**config.mk**
```make
export PLATFORM = sky130hd
export DESIGN_NAME = execute_stage
export DESIGN_NICKNAME = d
export VERILOG_FILES = /design/src/rtl/exec_pkg.sv /design/src/rtl/execute_stage_muldiv_unit.sv /design/src/rtl/execute_stage.sv
export SDC_FILE = /design/constraint.sdc
export NUM_CORES = 1
export LEC_CHECK = 0
export ABC_AREA = 1
export CORE_MARGIN = 2
export CORE_UTILIZATION = 45
export CTS_CLUSTER_SIZE = 40
export DETAILED_ROUTE_END_ITERATION = 12
export GPL_ROUTABILITY_DRIVEN = 0
export PLACE_DENSITY = 0.7
export SLEW_MARGIN = 15
export SYNTH_ARGS = -nofsm -noshare
export SYNTH_HDL_FRONTEND = slang
export SYNTH_HIERARCHICAL = 1
export SYNTH_SLANG_ARGS = --single-unit
```
**constraint.sdc**
```tcl
create_clock -name clk -period 9.05 [get_ports clk]
set_input_delay 1.81 -clock clk [delete_from_list [all_inputs] [get_ports clk]]
set_output_delay 1.81 -clock clk [all_outputs]
set_load 0.02 [all_outputs]
```
**src/rtl/exec_pkg.sv**
```systemverilog
// Shared encodings for the EX stage: ALU operation codes, the multiply/divide
// iteration count and the muldiv FSM state encoding.
package exec_pkg;

  localparam int DATA_W = 32;

  localparam logic [3:0] ALU_ADD   = 4'd0;
  localparam logic [3:0] ALU_SUB   = 4'd1;
  localparam logic [3:0] ALU_AND   = 4'd2;
  localparam logic [3:0] ALU_OR    = 4'd3;
  localparam logic [3:0] ALU_XOR   = 4'd4;
  localparam logic [3:0] ALU_NOR   = 4'd5;
  localparam logic [3:0] ALU_SLT   = 4'd6;
  localparam logic [3:0] ALU_SLTU  = 4'd7;
  localparam logic [3:0] ALU_SLL   = 4'd8;
  localparam logic [3:0] ALU_SRL   = 4'd9;
  localparam logic [3:0] ALU_SRA   = 4'd10;
  localparam logic [3:0] ALU_LUI   = 4'd11;
  localparam logic [3:0] ALU_MULTU = 4'd12;
  localparam logic [3:0] ALU_DIVU  = 4'd13;
  localparam logic [3:0] ALU_MFHI  = 4'd14;
  localparam logic [3:0] ALU_MFLO  = 4'd15;

  localparam int MULDIV_CYCLES = 32;
  localparam int CNT_W         = $clog2(MULDIV_CYCLES);

  typedef enum logic [1:0] {
    MD_IDLE = 2'd0,
    MD_BUSY = 2'd1,
    MD_DONE = 2'd2
  } md_state_e;

endpackage

```
**src/rtl/execute_stage_muldiv_unit.sv**
```systemverilog
// Iterative unsigned multiply (shift-add) / divide (restoring) unit owning
// HI/LO. The first iteration is folded into the load edge so the operation
// takes IDLE + 31 BUSY cycles for 32 iterations, then one DONE cycle in which
// HI/LO are written.
module muldiv_unit
  import exec_pkg::*;
(
  input  logic              clk,
  input  logic              rst_n,
  input  logic              start,
  input  logic              is_div,
  input  logic [DATA_W-1:0] a,
  input  logic [DATA_W-1:0] b,
  output logic              busy,
  output logic              done,
  output logic [DATA_W-1:0] hi,
  output logic [DATA_W-1:0] lo
);

  md_state_e         state, state_next;
  logic [CNT_W-1:0]  count;
  logic [63:0]       acc;
  logic [31:0]       divisor;
  logic              div_mode;
  logic [31:0]       hi_q, lo_q;

  // One iteration. Multiply: {acc_hi, multiplier} shifts right, adding the
  // multiplicand into the upper half when the current multiplier bit is set.
  // Divide: {remainder, dividend} shifts left; a 33-bit trial remainder is
  // compared so that 2r+1 never overflows. Divisor 0 naturally yields all-ones
  // quotient and remainder equal to the dividend.
  function automatic logic [63:0] md_step(input logic [63:0] p, input logic [31:0] d,
                                          input logic div);
    logic [32:0] sum;
    logic [32:0] trial;
    logic [32:0] diff;
    if (div) begin
      trial = p[63:31];
      diff  = trial - {1'b0, d};
      if (trial >= {1'b0, d}) md_step = {diff[31:0], p[30:0], 1'b1};
      else                    md_step = {trial[31:0], p[30:0], 1'b0};
    end else begin
      sum     = {1'b0, p[63:32]} + (p[0] ? {1'b0, d} : 33'd0);
      md_step = {sum, p[31:1]};
    end
  endfunction

  // State register
  always_ff @(posedge clk) begin
    if (!rst_n) state <= MD_IDLE;
    else        state <= state_next;
  end

  // Next-state logic
  always_comb begin
    state_next = state;
    case (state)
      MD_IDLE: if (start) state_next = MD_BUSY;
      MD_BUSY: if (count == CNT_W'(MULDIV_CYCLES - 1)) state_next = MD_DONE;
      MD_DONE: state_next = MD_IDLE;
      default: state_next = MD_IDLE;
    endcase
  end

  // FSM outputs
  always_comb begin
    busy = (state == MD_BUSY);
    done = (state == MD_DONE);
  end

  // Iteration datapath, counter and HI/LO write-back
  always_ff @(posedge clk) begin
    if (!rst_n) begin
      acc      <= '0;
      count    <= '0;
      divisor  <= '0;
      div_mode <= 1'b0;
      hi_q     <= '0;
      lo_q     <= '0;
    end else begin
      case (state)
        MD_IDLE: if (start) begin
          divisor  <= b;
          div_mode <= is_div;
          acc      <= md_step({32'd0, a}, b, is_div);
          count    <= CNT_W'(1);
        end
        MD_BUSY: begin
          acc   <= md_step(acc, divisor, div_mode);
          count <= count + CNT_W'(1);
        end
        MD_DONE: begin
          hi_q  <= acc[63:32];
          lo_q  <= acc[31:0];
          count <= '0;
        end
        default: count <= '0;
      endcase
    end
  end

  assign hi = hi_q;
  assign lo = lo_q;

endmodule

```
**src/rtl/execute_stage.sv**
```systemverilog
// MIPS-32 EX stage: inline ALU, destination select, EX/MEM register and an
// optional iterative multiply/divide unit with HI/LO.
// Build macro: EXEC_MULDIV_EN compiles in muldiv_unit, HI/LO and the stall.
module execute_stage
  import exec_pkg::*;
(
  input  logic              clk,
  input  logic              rst_n,
  input  logic [2:0]        WB,
  input  logic [2:0]        M,
  input  logic [3:0]        alu_op,
  input  logic              ALUSrc,
  input  logic              RegDst,
  input  logic [DATA_W-1:0] Dato1,
  input  logic [DATA_W-1:0] Dato2,
  input  logic [DATA_W-1:0] imm,
  input  logic [4:0]        rt,
  input  logic [4:0]        rd,
  input  logic [DATA_W-1:0] jump_address,
  output logic              stall,
  output logic [2:0]        WB_out,
  output logic [2:0]        M_out,
  output logic [DATA_W-1:0] Alu_result,
  output logic [DATA_W-1:0] Dato2_out,
  output logic [4:0]        Direccion,
  output logic [DATA_W-1:0] jump_address_out
);

  logic        [DATA_W-1:0] op_b;
  logic signed [DATA_W-1:0] a_s, b_s;
  logic        [4:0]        shamt;
  logic        [DATA_W-1:0] alu_y;
  logic        [DATA_W-1:0] hi, lo;
  logic                     is_muldiv;
  logic                     bubble;

  assign op_b      = ALUSrc ? imm : Dato2;
  assign a_s       = Dato1;
  assign b_s       = op_b;
  assign shamt     = imm[10:6];
  assign is_muldiv = (alu_op == ALU_MULTU) || (alu_op == ALU_DIVU);

`ifdef EXEC_MULDIV_EN
  logic md_done;
  logic md_busy_unused;

  muldiv_unit u_muldiv (
    .clk    (clk),
    .rst_n  (rst_n),
    .start  (is_muldiv),
    .is_div (alu_op == ALU_DIVU),
    .a      (Dato1),
    .b      (Dato2),
    .busy   (md_busy_unused),
    .done   (md_done),
    .hi     (hi),
    .lo     (lo)
  );

  // Held low while in reset so upstream is never frozen by a stale op code.
  assign stall  = rst_n && is_muldiv && !md_done;
  assign bubble = stall;
`else
  assign hi     = '0;
  assign lo     = '0;
  assign stall  = 1'b0;
  assign bubble = is_muldiv;
`endif

  // ALU: combinational operation select; MULTU/DIVU produce 0 here
  always_comb begin
    alu_y = '0;
    case (alu_op)
      ALU_ADD:  alu_y = Dato1 + op_b;
      ALU_SUB:  alu_y = Dato1 - op_b;
      ALU_AND:  alu_y = Dato1 & op_b;
      ALU_OR:   alu_y = Dato1 | op_b;
      ALU_XOR:  alu_y = Dato1 ^ op_b;
      ALU_NOR:  alu_y = ~(Dato1 | op_b);
      ALU_SLT:  alu_y = {31'd0, a_s < b_s};
      ALU_SLTU: alu_y = {31'd0, Dato1 < op_b};
      ALU_SLL:  alu_y = op_b << shamt;
      ALU_SRL:  alu_y = op_b >> shamt;
      ALU_SRA:  alu_y = b_s >>> shamt;
      ALU_LUI:  alu_y = {op_b[15:0], 16'd0};
      ALU_MFHI: alu_y = hi;
      ALU_MFLO: alu_y = lo;
      default:  alu_y = '0;
    endcase
  end

  // EX/MEM register: bubble while stalled, muldiv retires with WB cleared
  always_ff @(posedge clk) begin
    if (!rst_n || bubble) begin
      WB_out           <= '0;
      M_out            <= '0;
      Alu_result       <= '0;
      Dato2_out        <= '0;
      Direccion        <= '0;
      jump_address_out <= '0;
    end else begin
      WB_out           <= is_muldiv ? 3'd0 : WB;
      M_out            <= M;
      Alu_result       <= alu_y;
      Dato2_out        <= Dato2;
      Direccion        <= RegDst ? rd : rt;
      jump_address_out <= jump_address;
    end
  end

endmodule

```
## Yosys cells after proc, flatten, opt, wreduce, memory -nomap -nowiden

Cells that the tools add are included.

- Word-level logic and storage cells: 38
- Bits of input ports: 152
- Flip-flop bits (word level): 107
- Output and inout bits: 108

- Equal/unequal tests: 13
- Shift-type cells: 3
- Add/subtract/negate cells: 2
- Multiplexer cells: 3
- $lt $le $gt $ge: 2
- Bitwise gates (word level): 4
- Reductions and logical operators: 5

Operators with widths:

| cell | count |
|---|---|
| case mux 32 bit (12 select lines) | 1 |
| less-than comparator 32 bit | 2 |
| adder 32 bit | 1 |
| AND 32 bit | 1 |
| 2-to-1 mux 32 bit | 1 |
| inverter 32 bit | 1 |
| OR 32 bit | 1 |
| left shift 32 x 5 -> 32 bit | 1 |
| right shift 32 x 5 -> 32 bit | 1 |
| >>> shifter 32 x 5 -> 32 bit | 1 |
| subtractor 32 bit | 1 |
| XOR 32 bit | 1 |
| == test 4 bit (second input constant) | 6 |
| == test 4 x 3 -> 1 bit (second input constant) | 4 |
| == test 4 x 2 -> 1 bit (second input constant) | 2 |
| 2-to-1 mux 5 bit | 1 |
| == test 4 x 1 -> 1 bit (second input constant) | 1 |
| zero test 4 bit | 1 |
| logical OR 1 bit | 2 |
| OR reduction 2 bit | 1 |
| zero test 1 bit | 1 |

## Longest topological paths before layout

Gate-level depths: netlist (run 1).

- Depth in word-level cells: 4
- Gate-level depth with buffers: 22
- Depth with buffers taken out: 20

## Worst setup path after synthesis (run 1)

Ideal clock, no wire load.

- Path type: input port to flip-flop
- Start point: in ALUSrc
- End point: reg Alu_result[27]
- Stages: 21
- Buffers on the path: 4
- Setup slack: 4,974 ps
- Setup time: 110 ps
- Arrival: 3,965 ps
- Data required time: 8,940 ps
- Cells stage by stage: buf_6 -> buf_6 -> buf_6 -> nor2_1 -> a21oi_1 -> inv_1 -> ha_1 -> buf_2 -> nand2_1 -> nor2_1 -> nand3_1 -> nand2_1 -> inv_1 -> o21ai_0 -> nand2_1 -> nand2_1 -> nand2_1 -> nand3_1 -> nand3_1 -> nand2_1 -> inv_1

- Word-level cells in the longest chain between the ends: 4
- Elaborated cells on any way between the ends: 11
- Classes of those cells: add/sub (2); shift (3); mux (2); bitwise (4)

RTL lines:

| what | RTL line | source |
|---|---|---|
| from (decl) | execute_stage.sv:12 | `input logic ALUSrc,` |
| 2-to-1 mux 32 bit (*) | execute_stage.sv:37 | `assign op_b = ALUSrc ? imm : Dato2;` |
| branches (longest 2 deep; another with subtractor 32 bit) | -- |  |
| case mux 32 bit (12 select lines) (*) | execute_stage.sv:73 | `case (alu_op)` |
| to (signal assigned) | execute_stage.sv:104 | `Alu_result <= alu_y;` |
| to (decl) | execute_stage.sv:23 | `output logic [DATA_W-1:0] Alu_result,` |

Every way passes the cells marked *.
A chain may end at the register's enable or synchronous reset.

## Final worst setup path (run 1)

- Start point: in imm[8]
- End point: reg Alu_result[26]

- Word-level cells in the longest chain between the ends: 3
- Elaborated cells on any way between the ends: 7
- Classes of those cells: add/sub (2); shift (3); mux (2)

RTL lines:

| what | RTL line | source |
|---|---|---|
| from (decl) | execute_stage.sv:16 | `input logic [DATA_W-1:0] imm,` |
| 2-to-1 mux 32 bit | execute_stage.sv:37 |  |
| subtractor 32 bit, or another cell as far along | execute_stage.sv:75 | `ALU_SUB: alu_y = Dato1 - op_b;` |
| case mux 32 bit (12 select lines) (*) | execute_stage.sv:73 |  |

Every way passes the cells marked *; elsewhere a longest branch is shown, timed or not.

==> flow_summary.ini, run 1 <==
[clocking]
cts_setup_buffers = 0
htree_levels = 3
cts_buffers = 9
cts-hold-fix-buffers = 0
cts_resized = 0
path_clk_slew_ps = 100
clockBufferDepth = 2
cts.sink_count = 107
cts-root-buf = clkbuf_16
cts_tree = yes

[worst_hold_path]
min_path_type = input port to register
worstHoldStart = jump_address[13]

[floorplan]
die_area_sq_um = 32200
rows = 64
core_area_sq_um = 30400
die_y_microns = 180
die_w_microns = 180
start_util_pct = 45.6
io_pins = 260

[synthesis]
syn_area_per_cell_sq_um = 5.41
netlist_area_sq_um = 13900
synthCells = 2563
synth.net_count = 2815
synth.yosys.seq_area_share_pct = 15.4
ys_ff_latch = 107
ys_types = 45
synth_warnings = 6

[timing]
finalCriticalPeriod_ps = 5330
setup_tns_ps = 0
tightest_slew_ps = 1240
rsz0062_at_grt = false
period_share_pct = 58.8
fmax_ghz = 0.188
hold_violations = 0
max-slew-margin-rel_pct = 16.9
finalMaxSlewViolations = 0
finalSetupViolCount = 0

[finish]
final_cell_mix = nand2_1, nand3_1, inv_1, nor2_1, clkdlybuf4s50_1
area_delta_synth_final_pct = 21.5
fin_nets = 2997
fin_cells = 3147
drive_above_1_share_pct = 3.49
final_common_cell = nand2_1
nFillCells = 3196

[global_route]
globalRouteMet2Util_pct = 59.5
grt_pass1_wl_microns = 99800
gr-usage-all-layers_pct = 39.9
grt_pass1_vias = 17500
grt-busiest-layer = met2
grt_max_degree = 86
grt_util_met3_pct = 13.3
antenna_found_initial = 0
grt.overflow.total = 0
grtUsageMet1_pct = 47.6

[power_and_ir_drop]
switching_share_pct = 47.3
power_switching_uw = 912
powerDensity_nw_per_um2 = 114
leakage_uw = 0.00864
combPwrFrac_pct = 50.4
intPower_uw = 1020
clockPowerShare_pct = 22.9
vdd_drop_max_mv = 0.130
power.share.sequential_pct = 26.7

[place]
dp_hpwl_microns = 52500
io_buffers = 258
place_inst = 3130

[routing]
vias_per_cell = 5.94
firstDrtPassIters = 6
route.detailed.drc = 0
wire_per_inst_microns = 21.1
vias = 18700
dr.first_iter.drc_count = 3226
ant_nets = 0
wirelength_microns = 66400

[status]
status = finished, final reports clean

[worst_setup_path]
crit_required_ps = 9340
path_max_fanout = 69
worst-setup-path-type = input port to register
start_kind = input port
cp-startpoint = imm[8]
endpoint_kind = register
crit_arrival_ps = 5620

[run]
drv_cap = 0
## cells in the mapped netlist (all sizes together)
cell	count	area, sq um
a21boi	1	7.51
a21oi	117	586
a221oi	5	43.8
a31oi	8	50.1
and2	4	27.5
and3	1	6.26
buf	76	434
clkbuf	32	120
clkinv	6	22.5
conb	1	3.75
dfxtp	107	2140
fa	2	40.0
ha	98	1230
inv	377	1420
nand2	765	2910
nand2b	1	6.26
nand3	441	2270
nand3b	4	30.0
nand4	22	138
nor2	284	1070
nor3	27	135
nor4	6	37.5
o2111ai	5	43.8
o211ai	24	185
o21a	2	15.0
o21ai	112	636
o21bai	16	120
o221ai	4	35.0
o22ai	12	75.1
xor2	3	26.3
## registers in the layout, summed over array words and instances (netlist names)
| signal | flops |
|---|---|
| Dato2_out | 32 |
| M_out | 3 |
| WB_out | 3 |
| Direccion | 5 |
| jump_address_out | 32 |
| Alu_result | 32 |
## metal layers
| metal | share of wire [%] | up-vias |
|---|---|---|
| met1 | 36 | 8392 |
| met4 | 8.8 | 2 |
| li1 | - | 8563 |
| met2 | 41 | 1399 |
| met5 | 0.035 | - |
| met3 | 14 | 333 |
## critical path, cell delays in order
cell and delay, ps:
buf_2 80, buf_4 540, clkinv_1 140, buf_4 370, nand2_2 190, and2_1 290, inv_1 100, ha_1 410
nand2_1 170, inv_1 80, a21oi_1 180, nand3_1 220, nand2_1 160, nand4_1 100, nand3_1 220, nand4_1 280
nor2_1 170, nor2_1 50
## through the flow
| stage | utilization, % | worst slack (ps) | cell area [sq um] | power (uW) | hold WS [ps] |
|---|---|---|---|---|---|
| 3_3_place_gp | 54.3 | 3540 | 16500 | 1440 | 2330 |
| 2_1_floorplan | - | 4970 | 13900 | 1100 | 1920 |
| 3_5_place_dp | 54.4 | 3500 | 16500 | 1450 | 2340 |
| 5_1_grt | 55.4 | 3500 | 16800 | 2010 | 1920 |
| 6_report | 55.4 | 3720 | 16900 | 1930 | 1920 |
| 4_1_cts | 55.4 | 3930 | 16800 | 1890 | 1910 |
## power by group through the flow
stage	logic, uW	registers [uW]	clock network [uW]
finish	972	514	441
global route	1040	516	459
CTS	929	514	443
detailed placement	925	524	0
global placement	917	524	0
floorplan	538	560	0
## cells by family after synthesis
family / after synthesis / share of synthesized area (%)
other: 1 / 0.0270
adder cells (fa/ha/maj): 100 / 9.13
AND/OR/NAND/NOR: 1555 / 47.9
XOR/XNOR: 3 / 0.190
AO/OA/AOI/OAI: 306 / 13.0
buffers and inverters: 491 / 14.4
flip-flops: 107 / 15.4
## final cells by class
cell class / instances / area [sq um] / area share (%)
Multi-Input combinational cell: 1965 / 9740 / 57.8
Timing Repair Buffer: 279 / 2730 / 16.2
Sequential cell: 107 / 2140 / 12.7
Inverter: 383 / 1440 / 8.55
Tap cell: 396 / 495 / 2.94
Clock buffer: 9 / 225 / 1.34
Clock inverter: 7 / 78.8 / 0.468
Antenna cell: 1 / 2.50 / 0.0148
## worst paths after layout
check,to,slack (ps),cells past startpoint
min,jump_address_out[13],1920,3
max,Alu_result[26],3720,18
Power figures use the tool's default switching activity.
==> run 2, diff against run 1 <==
Clock period 9.05 ns to 5.3 ns, I/O delays scaled along.
==> run 2 against run 1 <==
Net effect:
- combinational power increased by 73%
- hold slack got worse by 730 ps
- cell count increased by 0.32%
- largest cell class unchanged
- global-route usage increased by 0.14 points
- critical path depth decreased by 2
==> flow_summary.ini, run 2 (synthesis gave the netlist of run 1 again) <==
[global_route]
globalRouteMet2Util_pct = 59.6
gr-usage-all-layers_pct = 40.1
grt-busiest-layer = met2
antenna_found_initial = 5
grt.overflow.total = 0
grt_max_degree = 69
grt_pass1_vias = 17300
grt_pass1_wl_microns = 99600
grt_util_met3_pct = 14.0
grtUsageMet1_pct = 47.8

[worst_hold_path]
min_path_cells = 3
min_path_type = input port to register

[clocking]
cts-hold-fix-buffers = 0
cts_buffers = 9
clockBufferDepth = 2
cts.sink_count = 107
path_clk_slew_ps = 80
cts_resized = 0
htree_levels = 3
cts_setup_buffers = 0
cts-root-buf = clkbuf_16
cts_tree = yes

[routing]
wirelength_microns = 67300
ant_nets = 0
route.detailed.drc = 0
dr.first_iter.drc_count = 3012
wire_per_inst_microns = 21.3
vias_per_cell = 6.00
vias = 18900
firstDrtPassIters = 7

[finish]
fin_nets = 3008
drive_above_1_share_pct = 3.88
final_cell_mix = nand2_1, nand3_1, inv_1, nor2_1, clkdlybuf4s50_1
final_common_cell = nand2_1
nFillCells = 3223
top_regs = Alu_result x32, Dato2_out x32, jump_address_out x32
n_antenna_cell = 0
utilization_pct = 55.7
area_delta_synth_final_pct = 22.2

[timing]
max-slew-margin-rel_pct = 36.1
finalCriticalPeriod_ps = 4530
setup_tns_ps = 0
period_share_pct = 85.5
rsz0062_at_grt = false
fmax_ghz = 0.221
tightest_slew_ps = 958
finalSetupViolCount = 0
hold_violations = 0
finalMaxSlewViolations = 0

[floorplan]
die_area_sq_um = 32200
rows = 64
io_pins = 260
die_w_microns = 180
core_area_sq_um = 30400
die_y_microns = 180
start_util_pct = 45.6

[status]
status = finished, final reports clean

[place]
dp_hpwl_microns = 52800
io_buffers = 258

[worst_setup_path]
crit_chain = buf_2 > buf_4 > o21ai_1 > inv_1 > ha_1 > inv_1 > a21oi_1 > nand2_1 > nand2_1 > nand2_1 > nand2_1 > nand3_1 > nand3_1 > nand3_1 > nor2_1 > a21oi_1
start_kind = input port
crit_required_ps = 5540
cpMostUsedCell = nand2_1
critical_path.top_delay_family = simple AND/OR/NAND/NOR gates
crit_arrival_ps = 4770
worst-path-stages = 16
endpoint_kind = register
critical_path.slowest_cell = ha_1
worst-setup-path-type = input port to register
path_max_fanout = 22
slowest_delay_ps = 540
cp.buffers_inverters = 4

[power_and_ir_drop]
powerDensity_nw_per_um2 = 195
vdd_drop_max_mv = 0.245
leakage_uw = 0.00871

[run]
drv_cap = 0
## run 2: changes by cell type in the layout (fill, tap and decap cells not counted)
| cell | change |
|---|---|
| buf_4 | +11 |
| bufinv_16 | +1 |
| inv_8 | +1 |
| diode_2 | -1 |
| clkinv_8 | -1 |
| inv_6 | -2 |
| clkinv_4 | +1 |
## run 2: cell type report
class / instances / area (sq um) / area share (%)
multi-input combinational: 1965 / 9740 / 57.5
timing repair buffer: 290 / 2810 / 16.6
sequential: 107 / 2140 / 12.6
inverter: 383 / 1440 / 8.50
tap: 396 / 495 / 2.92
clock buffer: 9 / 225 / 1.33
clock inverter: 7 / 95.1 / 0.561
## run 2: routing by layer
metal / part of all wire [%] / up-vias
li1: - / 8583
met1: 35 / 8369
met4: 8.6 / 8
met3: 15 / 374
met5: 0.082 / -
met2: 41 / 1600
## run 2: metrics by stage
stage | setup slack [ps] | std cells | hold WS, ps | total power [uW] | cell area [sq um]
3_5_place_dp | 617 | 3141 | 1590 | 2480 | 16600
6_report | 769 | 3157 | 1190 | 3300 | 16900
4_1_cts | 1040 | 3157 | 1160 | 3240 | 16900
5_1_grt | 603 | 3157 | 1180 | 3460 | 16900
2_1_floorplan | 1970 | 2563 | 1170 | 1870 | 13900
3_3_place_gp | 640 | 3141 | 1590 | 2470 | 16600
## run 2: final timing paths
path / start / to
max: ALUSrc / Alu_result[10]
min: jump_address[12] / jump_address_out[12]
## run 2: power breakdown
group	internal [uW]	switching (uW)
Sequential	856	17.3
Combinational	545	1130
Clock	381	367
